[config.mk]
export PLATFORM = sky130hd
export DESIGN_NAME = seq_frame_tx
export DESIGN_NICKNAME = d
export VERILOG_FILES = /design/src/rtl/seq_pkg.sv /design/src/rtl/seq_piso.sv /design/src/rtl/seq_frame_tx.sv
export SDC_FILE = /design/constraint.sdc
export NUM_CORES = 1
export LEC_CHECK = 0
export BUFFER_PORTS_ARGS = -buffer_cell sky130_fd_sc_hd__buf_2
export CAP_MARGIN = 25
export CORE_UTILIZATION = 53
export CTS_CLUSTER_SIZE = 20
export DETAILED_ROUTE_END_ITERATION = 12
export MAX_ROUTING_LAYER = met4
export PLACE_DENSITY = 0.73
export SYNTH_ARGS = -nofsm -noshare
export SYNTH_HDL_FRONTEND = slang
export SYNTH_SLANG_ARGS = --single-unit
[constraint.sdc]
create_clock -name clk -period 2.25 [get_ports clk]
set_input_delay 0.1125 -clock clk [delete_from_list [all_inputs] [get_ports clk]]
set_output_delay 0.1125 -clock clk [all_outputs]
set_load 0.05 [all_outputs]
[src/rtl/seq_pkg.sv]
// Shared types for the 1011-marker serial link: transmitter state encoding and marker constant.
package seq_pkg;

    typedef enum logic [2:0] {
        ST_IDLE = 3'd0,
        ST_MARK = 3'd1,
        ST_DATA = 3'd2,
        ST_PAR  = 3'd3,
        ST_GAP  = 3'd4
    } tx_state_t;

    localparam logic [3:0] MARKER_1011 = 4'b1011;

    // Marker bits go out MSB first, so index 0 selects marker[3].
    function automatic logic marker_bit(input logic [3:0] marker, input logic [1:0] idx);
        return marker[2'd3 - idx];
    endfunction

endpackage

[src/rtl/seq_piso.sv]
// Parallel-load, shift-left register; the serial output is the MSB.
module seq_piso #(
    parameter int DATA_W = 8
) (
    input  logic              clk,
    input  logic              rst,
    input  logic              load,
    input  logic              shift,
    input  logic [DATA_W-1:0] din,
    output logic              msb
);

    logic [DATA_W-1:0] sr_reg;

    genvar gi;
    generate
        for (gi = 0; gi < DATA_W; gi++) begin : g_bit
            logic fill;
            if (gi == 0) begin : g_lsb
                assign fill = 1'b0;
            end else begin : g_upper
                assign fill = sr_reg[gi-1];
            end

            always_ff @(posedge clk) begin
                if (rst) begin
                    sr_reg[gi] <= 1'b0;
                end else if (load) begin
                    sr_reg[gi] <= din[gi];
                end else if (shift) begin
                    sr_reg[gi] <= fill;
                end
            end
        end
    endgenerate

    assign msb = sr_reg[DATA_W-1];

endmodule

[src/rtl/seq_frame_tx.sv]
// Serial frame transmitter: marker 1011, payload MSB first, optional even parity bit
// (build with SEQ_TX_PARITY_EN), then an idle gap. All outputs are registered.
module seq_frame_tx
    import seq_pkg::*;
#(
    parameter int         DATA_W  = 8,
    parameter logic [3:0] MARKER  = MARKER_1011,
    parameter int         GAP_CYC = 2
) (
    input  logic              clk,
    input  logic              rst,
    input  logic              load_valid,
    output logic              load_ready,
    input  logic [DATA_W-1:0] load_data,
    output logic              tx_bit,
    output logic              tx_valid,
    output logic              busy,
    output logic              frame_done,
    output logic [2:0]        prs_st
);

    // Counter sized for the payload, widened only if the marker or gap phase needs more.
    localparam int CNT_A  = $clog2(DATA_W + 1);
    localparam int CNT_B  = (GAP_CYC > 0) ? $clog2(GAP_CYC + 1) : 1;
    localparam int CNT_AB = (CNT_A > CNT_B) ? CNT_A : CNT_B;
    localparam int CNT_W  = (CNT_AB > 2) ? CNT_AB : 2;

    localparam logic [CNT_W-1:0] MARK_LAST = CNT_W'(3);
    localparam logic [CNT_W-1:0] DATA_LAST = CNT_W'(DATA_W - 1);
    localparam logic [CNT_W-1:0] GAP_LAST  = CNT_W'((GAP_CYC > 0) ? GAP_CYC - 1 : 0);

`ifdef SEQ_TX_PARITY_EN
    localparam bit FD_ON_DATA = 1'b0;
`else
    localparam bit FD_ON_DATA = 1'b1;
`endif

    tx_state_t        state_reg;
    logic [CNT_W-1:0] cnt_reg;
    logic             tx_bit_reg;
    logic             tx_valid_reg;
    logic             busy_reg;
    logic             frame_done_reg;
    logic             load_ready_reg;

    logic accept;
    logic piso_shift;
    logic piso_msb;

    assign accept     = load_valid && load_ready_reg;
    // The payload MSB is consumed on the MARK->DATA edge and on every DATA edge but the last.
    assign piso_shift = ((state_reg == ST_MARK) && (cnt_reg == MARK_LAST)) ||
                        ((state_reg == ST_DATA) && (cnt_reg != DATA_LAST));

    seq_piso #(
        .DATA_W (DATA_W)
    ) u_piso (
        .clk   (clk),
        .rst   (rst),
        .load  (accept),
        .shift (piso_shift),
        .din   (load_data),
        .msb   (piso_msb)
    );

`ifdef SEQ_TX_PARITY_EN
    logic parity_reg;

    always_ff @(posedge clk) begin
        if (rst) begin
            parity_reg <= 1'b0;
        end else if (accept) begin
            parity_reg <= ^load_data;
        end
    end
`endif

    always_ff @(posedge clk) begin
        if (rst) begin
            state_reg      <= ST_IDLE;
            cnt_reg        <= '0;
            tx_bit_reg     <= 1'b0;
            tx_valid_reg   <= 1'b0;
            busy_reg       <= 1'b0;
            frame_done_reg <= 1'b0;
            load_ready_reg <= 1'b1;
        end else begin
            frame_done_reg <= 1'b0;
            case (state_reg)
                ST_IDLE: begin
                    if (accept) begin
                        state_reg      <= ST_MARK;
                        cnt_reg        <= '0;
                        tx_bit_reg     <= MARKER[3];
                        tx_valid_reg   <= 1'b1;
                        busy_reg       <= 1'b1;
                        load_ready_reg <= 1'b0;
                    end
                end
                ST_MARK: begin
                    if (cnt_reg == MARK_LAST) begin
                        state_reg      <= ST_DATA;
                        cnt_reg        <= '0;
                        tx_bit_reg     <= piso_msb;
                        frame_done_reg <= FD_ON_DATA && (DATA_W == 1);
                    end else begin
                        cnt_reg    <= cnt_reg + CNT_W'(1);
                        tx_bit_reg <= marker_bit(MARKER, cnt_reg[1:0] + 2'd1);
                    end
                end
                ST_DATA: begin
                    if (cnt_reg == DATA_LAST) begin
`ifdef SEQ_TX_PARITY_EN
                        state_reg      <= ST_PAR;
                        cnt_reg        <= '0;
                        tx_bit_reg     <= parity_reg;
                        frame_done_reg <= 1'b1;
`else
                        cnt_reg      <= '0;
                        tx_bit_reg   <= 1'b0;
                        tx_valid_reg <= 1'b0;
                        if (GAP_CYC > 0) begin
                            state_reg <= ST_GAP;
                        end else begin
                            state_reg      <= ST_IDLE;
                            busy_reg       <= 1'b0;
                            load_ready_reg <= 1'b1;
                        end
`endif
                    end else begin
                        cnt_reg        <= cnt_reg + CNT_W'(1);
                        tx_bit_reg     <= piso_msb;
                        frame_done_reg <= FD_ON_DATA && ((cnt_reg + CNT_W'(1)) == DATA_LAST);
                    end
                end
`ifdef SEQ_TX_PARITY_EN
                ST_PAR: begin
                    cnt_reg      <= '0;
                    tx_bit_reg   <= 1'b0;
                    tx_valid_reg <= 1'b0;
                    if (GAP_CYC > 0) begin
                        state_reg <= ST_GAP;
                    end else begin
                        state_reg      <= ST_IDLE;
                        busy_reg       <= 1'b0;
                        load_ready_reg <= 1'b1;
                    end
                end
`endif
                ST_GAP: begin
                    if (cnt_reg == GAP_LAST) begin
                        state_reg      <= ST_IDLE;
                        cnt_reg        <= '0;
                        busy_reg       <= 1'b0;
                        load_ready_reg <= 1'b1;
                    end else begin
                        cnt_reg <= cnt_reg + CNT_W'(1);
                    end
                end
                default: begin
                    state_reg      <= ST_IDLE;
                    cnt_reg        <= '0;
                    tx_bit_reg     <= 1'b0;
                    tx_valid_reg   <= 1'b0;
                    busy_reg       <= 1'b0;
                    load_ready_reg <= 1'b1;
                end
            endcase
        end
    end

    assign load_ready = load_ready_reg;
    assign tx_bit     = tx_bit_reg;
    assign tx_valid   = tx_valid_reg;
    assign busy       = busy_reg;
    assign frame_done = frame_done_reg;
    assign prs_st     = state_reg;

endmodule

==> metrics.md <==
| Metric | Value |
|---|---|
| Status | completed |
| Vias in the first global route | 729 |
| Hold WS | 44.0 ps |
| WHS Endpoint | u_piso.g_bit[1].fill |
| Iteration count of the initial detailed-routing pass | 4 |
| Die Width | roughly 46 µm |
| Rel. slew slack | 0.672 |
| Die area | ~2200 µm² |
| RSZ-0062 raised after global routing | no |
| CTS Hold Bufs | 0 |
| Reg-to-reg slack, setup | between 300 and 400 ps |
| Setup Viol. Count Final | 0 |
| Postcts setup bufs | 0 |
| CTS tree | done |
| Metal3 WL | between 80 and 90 µm |
| Placed Instances | approximately 150 |
| Peak VDD IR | about 0.45 mV |
| Initial core utilization | 0.587 |
| Layout cells sized above 1 | 0.228 |
| Crit start category | flop |
| RR Startpoint | cnt_reg[1] |
| Critical path class | flop to flop |
| Place WS | between 300 and 400 ps |
| WP data required | about 2500 ps |
| Hold Crit Start | load_data[0] |
| Vias/cell | 5.87 |
| Yosys Warn Count | 0 |
| WL final | about 2100 µm |
| Antenna Violating Nets Remaining | 0 |
| Area of the multi-input gates | just under 600 µm² |
| Die height | ~46 µm |
| Commonest non-fill, non-tap cell in the layout | dfxtp_1 |
| Post-Syn Nets | between 100 and 150 |
| Critical path endpoint category | flop |
| PwrDens | slightly above 700 nW/µm² |
| # diodes | 0 |
| # fillers | 157 |
| GPL Wtd Cong | 0.758 |
| DR DRC count | 0 |
| Number of failing hold endpoints at the final stage | 0 |
| Total power | between 0.0008 and 0.0009 W |
| Max cap viols | 0 |
| RR Endpoint | cnt_reg[1] |
| CTS Buf Count | 3 |
| H-Tree Depth | 1 |
| Most frequent cells in the layout | dfxtp_1, buf_2, a21oi_1 |
| Period utilization | 0.838 |
| Clock Latency Late Sink | roughly 320 ps |
| Largest net degree at the start of global routing | 18 |
| Least-Margin Pin Slew | 491 ps |
| Clk sinks | 20 |
| R2R depth | 5 |
| Max Slew Vio Count | 0 |
| Worst min-delay path class | input pin to flop |
| Largest register FFs | 7 |
| Final #Nets | about 140 |
| Seq cells post-synth | 20 |
| Io pins | 19 |
| Arr. time, crit path | ~2100 ps |
| Worst Slack Setup Final | roughly 360 ps |
| Mapped Cells | 110 |
| Post-Syn Area | approximately 1000 µm² |
| GR Overflow Total | 0 |
| Final cell count without fillers | 152 |
| Worst hold path cell count | 3 |
| Post-Route M1 WL | between 1000 and 1500 µm |
| Reg clk slew, reported paths | ~130 ps |
| Total core area | between 1500 and 2000 µm² |
| Row cnt | 15 |
| Mapped Avg Cell Area | ~9.5 µm² |
| First-pass GRT wire length | approximately 3400 µm |
| Total negative setup slack | 0 ps |
| DR WL/cell | 13.8 µm |
| I/O Buffers | 18 |
| FMAX | about 530 MHz |
| Total GRT Usage | 0.223 |
| Initial antenna violation count | 0 |
| DP HPWL | about 1500 µm |
| Leakage power | ~0.47 nW |
| Layout Skew | ~7.4 ps |
| Vias | 892 |
| CTS-repair resized insts | 0 |
| Netlist cell types | 39 |
| Root buffer cell | clkbuf_4 |
| Min Tclk post-route | around 1900 ps |
| WL met2 | approximately 970 µm |
| Sequential cell area | between 400 and 500 µm² |
| Crit path max fanout | 6 |
| Register area share after synthesis | 0.383 |
| Drt initial violations | 14 |
| P&R area growth vs syn | 12.6% |
| Highest routed layer | met4 |
| Max Root-Sink Buffers | 2 |
## synthesized netlist by cell type
cell	n	area [µm²]
a21oi_1	13	65.1
o2111ai_1	1	8.76
or3b_4	1	11.3
a211oi_2	1	12.5
and2b_1	1	7.51
and3b_1	1	8.76
o21ai_0	9	45.0
a21o_1	2	15.0
nand3_1	2	10.0
a211oi_1	2	15.0
inv_1	3	11.3
xnor2_1	2	17.5
buf_4	2	15.0
a31oi_1	1	6.26
nand2_1	8	30.0
dfxtp_1	20	400
a22oi_1	1	7.51
nor3b_2	1	12.5
and2_1	1	6.26
or3b_1	1	8.76
ha_1	4	50.1
o22a_1	1	8.76
mux2i_1	7	70.1
nor2b_1	1	6.26
nand2b_1	2	12.5
nand3b_1	2	15.0
nor3b_1	1	7.51
clkbuf_1	2	7.51
a222oi_1	1	10.0
nor3b_4	2	37.5
a2bb2oi_1	1	8.76
a32oi_1	1	8.76
or3_1	1	6.26
nor2_1	6	22.5
nor4_1	1	6.26
a22o_4	1	17.5
or2_2	1	6.26
buf_12	1	20.0
a221o_1	1	10.0
## through the flow
stage | cell area [µm²] | utilization
after detailed placement | 1120 | 0.631
after global placement | 1120 | 0.631
after CTS | 1180 | 0.660
after global routing | 1180 | 0.660
after floorplan | 1050 | -
final | 1180 | 0.660
## worst max-delay path by stage
stage,from,end,slack (ps),depth (start not counted)
2_1_floorplan,prs_st[0],u_piso.msb,440,6
3_3_place_gp,cnt_reg[1],cnt_reg[1],480,5
3_5_place_dp,cnt_reg[1],cnt_reg[1],380,5
4_1_cts,cnt_reg[1],cnt_reg[1],360,5
5_1_grt,cnt_reg[1],cnt_reg[1],250,5
6_report,cnt_reg[1],cnt_reg[1],360,5
## layout make-up
class / count / area share
clock buffers: 3 / 0.0191
clock inverters: 1 / 0.0255
inverters: 3 / 0.00956
multi-input cells: 82 / 0.503
flip-flops and latches: 20 / 0.340
well taps: 25 / 0.0266
repair buffers: 18 / 0.0765
## routing by layer
metal	track usage	up-vias
met5	-	-
met4	0.0882	0
met3	0.0235	4
met2	0.331	19
met1	0.305	430
li1	-	439
## report_power, final
group | switching (W) | total, W | internal (W)
Combinational | 0.0000927 | 0.000148 | 0.0000551
Clock | 0.000125 | 0.000305 | 0.000180
Sequential | 0.0000234 | 0.000404 | 0.000380
## logic make-up after synthesis
| family | after synthesis | synth area share |
|---|---|---|
| XOR/XNOR | 2 | 0.0167 |
| multiplexers | 7 | 0.0670 |
| flip-flops | 20 | 0.383 |
| AND/OR/NAND/NOR | 33 | 0.206 |
| AO/OA/AOI/OAI | 36 | 0.228 |
| adder cells (fa/ha/maj) | 4 | 0.0478 |
| buffers and inverters | 8 | 0.0514 |
## critical path, cell delays in order, from the launching register on
cell and delay [ps]:
dfxtp_1 420, ha_1 280, or3b_4 410, a222oi_1 440, nand2b_1 170, a21oi_1 60
Power figures use the tool's default switching activity.
